File: src/rtl/if_fetch_unit.sv
// if_fetch_unit: instruction-fetch stage with PC, imem req/ready handshake and IF/ID register (optional skid buffer: FETCH_SKID_EN)
module if_fetch_unit #(
  parameter logic [31:0] RESET_PC   = 32'h0000_0000,
  parameter logic [31:0] EXC_VECTOR = 32'h0000_0180
) (
  input  logic        clk,
  input  logic        reset,
  input  logic        PC_Write,
  input  logic [1:0]  PC_Mux_select,
  input  logic        IF_ID_Stall,
  input  logic        IF_ID_Flush,
  input  logic        EPC_Selected,
  input  logic [31:0] branch_target,
  input  logic [31:0] jump_target,
  output logic        imem_req,
  output logic [31:0] imem_addr,
  input  logic        imem_ready,
  input  logic [31:0] imem_rdata,
  output logic [31:0] IF_ID_PC,
  output logic [31:0] IF_ID_Instr,
  output logic        IF_ID_Valid
);
  typedef enum logic [1:0] {S_RESET, S_FETCH, S_WAIT_DROP} state_t;
  state_t state, state_nx;
  logic [31:0] pc, drop_addr, target, skid_pc, skid_instr;
  logic redirect, hit, accept, skid_v, skid_take, skid_drain;
  always_ff @(posedge clk)
    state <= reset ? S_RESET : state_nx;
  always_comb begin
    redirect = state != S_RESET && (EPC_Selected || (PC_Write && (PC_Mux_select == 2'b01 || PC_Mux_select == 2'b10)));
    target   = (EPC_Selected ? EXC_VECTOR : PC_Mux_select == 2'b10 ? jump_target : branch_target) & ~32'h3;
    hit      = state == S_FETCH && imem_req && imem_ready && !redirect;
    accept   = hit && !IF_ID_Flush && !IF_ID_Stall;
    state_nx = state == S_RESET ? S_FETCH :
               state == S_FETCH ? (redirect && imem_req && !imem_ready ? S_WAIT_DROP : S_FETCH) :
               (imem_ready ? S_FETCH : S_WAIT_DROP);
  end
  // Request and address come only from registers; the stale address is held while draining
  assign imem_req  = state != S_RESET && !skid_v;
  assign imem_addr = state == S_WAIT_DROP ? drop_addr : pc;
`ifdef FETCH_SKID_EN
  assign skid_take  = hit && !IF_ID_Flush && IF_ID_Stall;
  assign skid_drain = skid_v && !IF_ID_Flush && !IF_ID_Stall && !redirect;
  always_ff @(posedge clk) begin
    if (reset) begin
      skid_v     <= 1'b0;
      skid_pc    <= '0;
      skid_instr <= '0;
    end else if (IF_ID_Flush || redirect) begin
      skid_v <= 1'b0;
    end else if (skid_take) begin
      skid_v     <= 1'b1;
      skid_pc    <= pc + 32'd4;
      skid_instr <= imem_rdata;
    end else if (skid_drain) begin
      skid_v <= 1'b0;
    end
  end
`else
  assign skid_v     = 1'b0;
  assign skid_take  = 1'b0;
  assign skid_drain = 1'b0;
  assign skid_pc    = '0;
  assign skid_instr = '0;
`endif
  always_ff @(posedge clk) begin
    if (reset) begin
      pc          <= RESET_PC;
      drop_addr   <= '0;
      IF_ID_PC    <= '0;
      IF_ID_Instr <= '0;
      IF_ID_Valid <= 1'b0;
    end else begin
      if (state == S_FETCH && state_nx == S_WAIT_DROP) drop_addr <= pc;
      if (redirect) pc <= target;
      else if ((accept || skid_take) && PC_Write) pc <= pc + 32'd4;
      // Flush beats stall; an unstalled cycle without a delivered instruction inserts a bubble
      if (IF_ID_Flush) begin
        IF_ID_Valid <= 1'b0;
        IF_ID_Instr <= '0;
      end else if (!IF_ID_Stall) begin
        IF_ID_Valid <= accept || skid_drain;
        if (accept) begin
          IF_ID_PC    <= pc + 32'd4;
          IF_ID_Instr <= imem_rdata;
        end else if (skid_drain) begin
          IF_ID_PC    <= skid_pc;
          IF_ID_Instr <= skid_instr;
        end
      end
    end
  end
endmodule
File: config.mk
export PLATFORM = sky130hd
export DESIGN_NAME = if_fetch_unit
export DESIGN_NICKNAME = d
export VERILOG_FILES = /design/src/rtl/if_fetch_unit.sv
export SDC_FILE = /design/constraint.sdc
export NUM_CORES = 1
export LEC_CHECK = 0
export ABC_AREA = 1
export BUFFER_PORTS_ARGS = -buffer_cell sky130_fd_sc_hd__buf_2
export CAP_MARGIN = 20
export CORE_UTILIZATION = 46
export DETAILED_ROUTE_END_ITERATION = 10
export PLACE_DENSITY = 0.74
export SETUP_SLACK_MARGIN = 0.15
export SYNTH_ARGS = -nofsm -noshare
export SYNTH_HDL_FRONTEND = slang
export SYNTH_SLANG_ARGS = --single-unit
File: constraint.sdc
create_clock -name clk -period 1.4 [get_ports clk]
set_input_delay 0.07 -clock clk [delete_from_list [all_inputs] [get_ports clk]]
set_output_delay 0.07 -clock clk [all_outputs]
set_load 0.01 [all_outputs]
==> results.sh, run 1 <==
export IMPL_gr_total_overflow=10
export IMPL_tool_error="[ERROR GRT-0232] Routing congestion too high. Check the congestion heatmap in the GUI."
export IMPL_root_buffer="clkbuf_16"
export IMPL_clockBufferDepth=2
export IMPL_syn_instance_count=951
export IMPL_synth_area_um2=6360
export IMPL_die_width_um=120
export IMPL_grt_max_degree=61
export IMPL_num_rows=42
export IMPL_ys_seq_area_share_pct=39.3
export IMPL_num_io_pins=203
export IMPL_synthArstFlopShare_pct=0
export IMPL_track_usage_pct=79.6
export IMPL_synth_cell_type_count=35
export IMPL_status="stopped before the end"
export IMPL_grt_worst_setup_endpoint="pc[16]$_SDFFE_PP0P_/D"
export IMPL_start_util_pct=47.7
export IMPL_htreeDepth=4
export IMPL_grt_antenna_before_repair=5
export IMPL_ys_top_cells_by_count="161 x nand2_1, 161 x nor2_1, 156 x o21ai_0"
export IMPL_yosys_top_cells_area="dfxtp_1 39%, o21ai_0 12%, nand2_1 9.5%, nor2_1 9.5%, a21oi_1 7.2%"
export IMPL_place_congestion=0.854
export IMPL_synth_flop_cell="dfxtp_1"
export IMPL_die_y_um=120
export IMPL_haltStage="global routing"
export IMPL_yosys_warnings=0
export IMPL_synth_edf_count=0
export IMPL_cts_sinks=125
export IMPL_ys_ff_latch=125
export IMPL_yosysTopAreaCell="dfxtp_1"
export IMPL_portBuffers=194
export IMPL_dp_hpwl_mm=14.3
export IMPL_cts_buffers=17
export IMPL_syn_area_per_cell_um2=6.69
export IMPL_worst_ep_kind="register input"
export IMPL_synth_top_area_share_pct=39.3
[what timing repair did]
action                     4_1_cts
buffers inserted                25
gates resized for setup        304
hold buffers                    35
pin swaps                       81
hold endpoints to repair        38
gates cloned                    24
setup endpoints to repair      135
[routing by layer]
metal  overflow  GRT usage, %
met5          0          34.2
met4          5          80.9
met3          0          69.1
met2          5          92.4
met1          0          78.8
[cells by family after synthesis]
logic type / count (synthesis) / synth area share [%]
AND/OR/NAND/NOR: 412 / 28.6
AO/OA/AOI/OAI: 255 / 20.3
buffers and inverters: 141 / 9.20
flip-flops: 125 / 39.3
XOR/XNOR: 15 / 2.18
adder cells (fa/ha/maj): 2 / 0.393
other: 1 / 0.0589
[stage by stage]
stage | instances | instance area (µm²) | utilization, % | setup slack, ns
2_1_floorplan | 954 | 6500 | - | 0.0394
3_3_place_gp | 1348 | 8130 | 60.9 | -0.106
3_5_place_dp | 1348 | 8130 | 60.9 | -0.134
4_1_cts | 1464 | 10800 | 81.1 | -0.158
==> inputs of run 2 (changes only) <==
Settings changed: CORE_UTILIZATION 46 to 40, PLACE_DENSITY 0.74 to unset, PLACE_DENSITY_LB_ADDON set to 0.15, SETUP_SLACK_MARGIN 0.15 to unset.
Clock period 1.4 ns to 1.8 ns, I/O delays scaled along.
==> run 2 against run 1 <==
The flow now finishes without violations. Area after synthesis unchanged. Synthesized cell count unchanged.
==> results.sh, run 2 <==
export IMPL_synth_edf_count=0
export IMPL_ys_top_cells_by_count="161 x nand2_1, 161 x nor2_1, 156 x o21ai_0"
export IMPL_synth_area_um2=6360
export IMPL_cts_clk_slew_worst_paths_ns=0.05
export IMPL_cts_buffers=17
export IMPL_finalPower_mw=7.33
export IMPL_portBuffers=194
export IMPL_worst_clock_skew_ns=0.00779
export IMPL_worstPathArrival_ns=2.04
export IMPL_clockBufferDepth=2
export IMPL_final_util_pct=56.4
export IMPL_final_max_slew_viol_count=0
export IMPL_drt_total_wl_mm=19.3
export IMPL_p_per_area_nw_per_um2=846
export IMPL_largest_register="IF_ID_Instr"
export IMPL_dp_hpwl_mm=14.0
export IMPL_cts_tree="yes"
export IMPL_grt_max_degree=56
export IMPL_die_area_um2=16400
export IMPL_num_io_pins=203
export IMPL_dr_pass1_iters=5
export IMPL_fmax_ghz=0.592
export IMPL_final_antenna_net_count=0
export IMPL_worst_pin_slew_ns=0.516
export IMPL_ys_seq_area_share_pct=39.3
export IMPL_layout_common_cells="194 x buf_2, 160 x nand2_1, 159 x nor2_1"
export IMPL_cp_max_fo=5
export IMPL_vias_per_cell=4.81
export IMPL_synth_top_area_share_pct=39.3
export IMPL_yosys_top_cells_area="dfxtp_1 39%, o21ai_0 12%, nand2_1 9.5%, nor2_1 9.5%, a21oi_1 7.2%"
export IMPL_crit_chain="ha_1 > nand2_1 > nor2_4 > nand2_4 > nor2_4 > xor2_1 > nand2_1 > a21oi_1"
export IMPL_gr_total_overflow=0
export IMPL_num_rows=45
export IMPL_r2r_slack_ns=0.11
export IMPL_layout_worst_path_cycle_share_pct=93.8
export IMPL_syn2layout_area_growth_pct=36.1
export IMPL_syn_area_per_cell_um2=6.69
export IMPL_ir_worst_vdd_mv=0.665
export IMPL_synth_flop_cell="dfxtp_1"
export IMPL_die_y_um=128
export IMPL_track_usage_pct=23.9
export IMPL_grt_pass1_wl_mm=30.5
export IMPL_place_congestion=0.824
export IMPL_route_vias_total=6781
export IMPL_final_common_cell="buf_2"
export IMPL_ys_ff_latch=125
export IMPL_min_period_ns=1.69
export IMPL_largest_reg_flops=32
export IMPL_p_leak_nw=4.04
export IMPL_cp_start_kind="flop"
export IMPL_fin_area_um2=8660
export IMPL_cts_sinks=125
export IMPL_drive_above_1_share_pct=27.0
export IMPL_root_buffer="clkbuf_16"
export IMPL_htreeDepth=4
export IMPL_hold_viol=0
export IMPL_insertion_delay_ns=0.41
export IMPL_place_area_um2=7770
export IMPL_drc=0
export IMPL_grt_antenna_before_repair=0
export IMPL_start_util_pct=41.4
export IMPL_final_nets=1295
export IMPL_synth_cell_type_count=35
export IMPL_setup_viol=0
export IMPL_drv_cap=0
export IMPL_crit_type="flop to flop"
export IMPL_yosys_warnings=0
export IMPL_die_width_um=128
export IMPL_wl_per_cell_um=13.7
export IMPL_diodes=0
export IMPL_slowest_stage="dfxtp_2"
export IMPL_syn_instance_count=951
export IMPL_hp_class="input pin to flop"
export IMPL_drt_initial_drc_count=530
export IMPL_slew_limit_headroom_pct=65.6
export IMPL_synthArstFlopShare_pct=0
export IMPL_rsz0062_at_grt="yes"
export IMPL_status="complete, no violations"
export IMPL_first_global_vias=6021
export IMPL_slowest_delay_ns=0.36
export IMPL_cp_required_ns=2.15
export IMPL_coreArea_um2=15400
export IMPL_yosysTopAreaCell="dfxtp_1"
export IMPL_worstSetupEndpointType="flop"
[run 2: path summary, 6_finish.rpt]
| check | from | to | cells past startpoint |
|---|---|---|---|
| setup / recovery | pc[3]$_SDFFE_PP0P_ | pc[18]$_SDFFE_PP0P_ | 8 |
| hold / removal | branch_target[7] | pc[7]$_SDFFE_PP0P_ | 5 |
| setup reg to reg | pc[3]$_SDFFE_PP0P_ | pc[18]$_SDFFE_PP0P_ | 8 |
| hold reg to reg | drop_addr[26]$_SDFFE_PP0P_ | drop_addr[26]$_SDFFE_PP0P_ | 2 |
[run 2: kinds of logic (layout without fill, tap and decap cells)]
kind of cell | count (synthesis) | after routing | synth area share (%)
AOI/OAI and AO/OA | 255 | 255 | 20.3
xor gates and xnor gates | 15 | 15 | 2.18
buffers and inverters | 141 | 387 | 9.20
adders and majority gates | 2 | 2 | 0.393
and+or+nand+nor | 412 | 412 | 28.6
other | 1 | 4 | 0.0589
DFF | 125 | 125 | 39.3
[run 2: final cells by class]
type / instances / area, µm²
Clock buffer: 23 / 468
Fill cell: 1528 / 6710
Timing Repair Buffer: 276 / 1770
Tap cell: 211 / 264
Multi-Input combinational cell: 688 / 3310
Sequential cell: 125 / 2500
Clock inverter: 8 / 43.8
Inverter: 80 / 303
[run 2: routing by layer]
metal / share of wire [%] / routed length (µm) / vias up / track usage (%)
li1: - / - / 3529 / -
met3: 6.9 / 1340 / 19 / 5.26
met1: 49 / 9430 / 2964 / 33.4
met4: 1.3 / 255 / 0 / 8.58
met5: 0 / 0 / - / 0
met2: 43 / 8250 / 269 / 36.1
[run 2: repair_timing]
item / in CTS / in global routing
resized for setup: 1 / 11
hold buffers: 34 / 0
endpoints found under the setup margin: 3 / 38
pin swaps: 0 / 0
setup buffers: 0 / 0
hold endpoints to repair: 34 / 0
[run 2: power by group]
part	internal, mW	total (mW)	switching [mW]
registers	2.92	3.03	0.114
logic	0.562	1.33	0.770
clock network	1.80	2.96	1.16
total	5.28	7.33	2.05
[run 2: through the flow]
| stage | setup TNS [ns] | worst slack [ns] | hold slack, ns | std cells |
|---|---|---|---|---|
| after global routing | -0.00382 | -0.00382 | 0.106 | 1411 |
| after CTS | 0 | 0.0456 | 0.0688 | 1411 |
| after detailed placement | 0 | 0.00776 | 0.341 | 1346 |
| after floorplan | 0 | 0.268 | 0.233 | 954 |
| final | 0 | 0.112 | 0.0719 | 1411 |
| after global placement | 0 | 0.0439 | 0.340 | 1346 |
[run 2: critical path, delay by kind of cell, from the launching register on]
family	cells	cell delay, ns
adders and majority gates	1	0.18
DFF	1	0.36
AOI/OAI and AO/OA	1	0.12
and+or+nand+nor	5	0.67
xor gates and xnor gates	1	0.29
(Power assumes the default switching activity.)
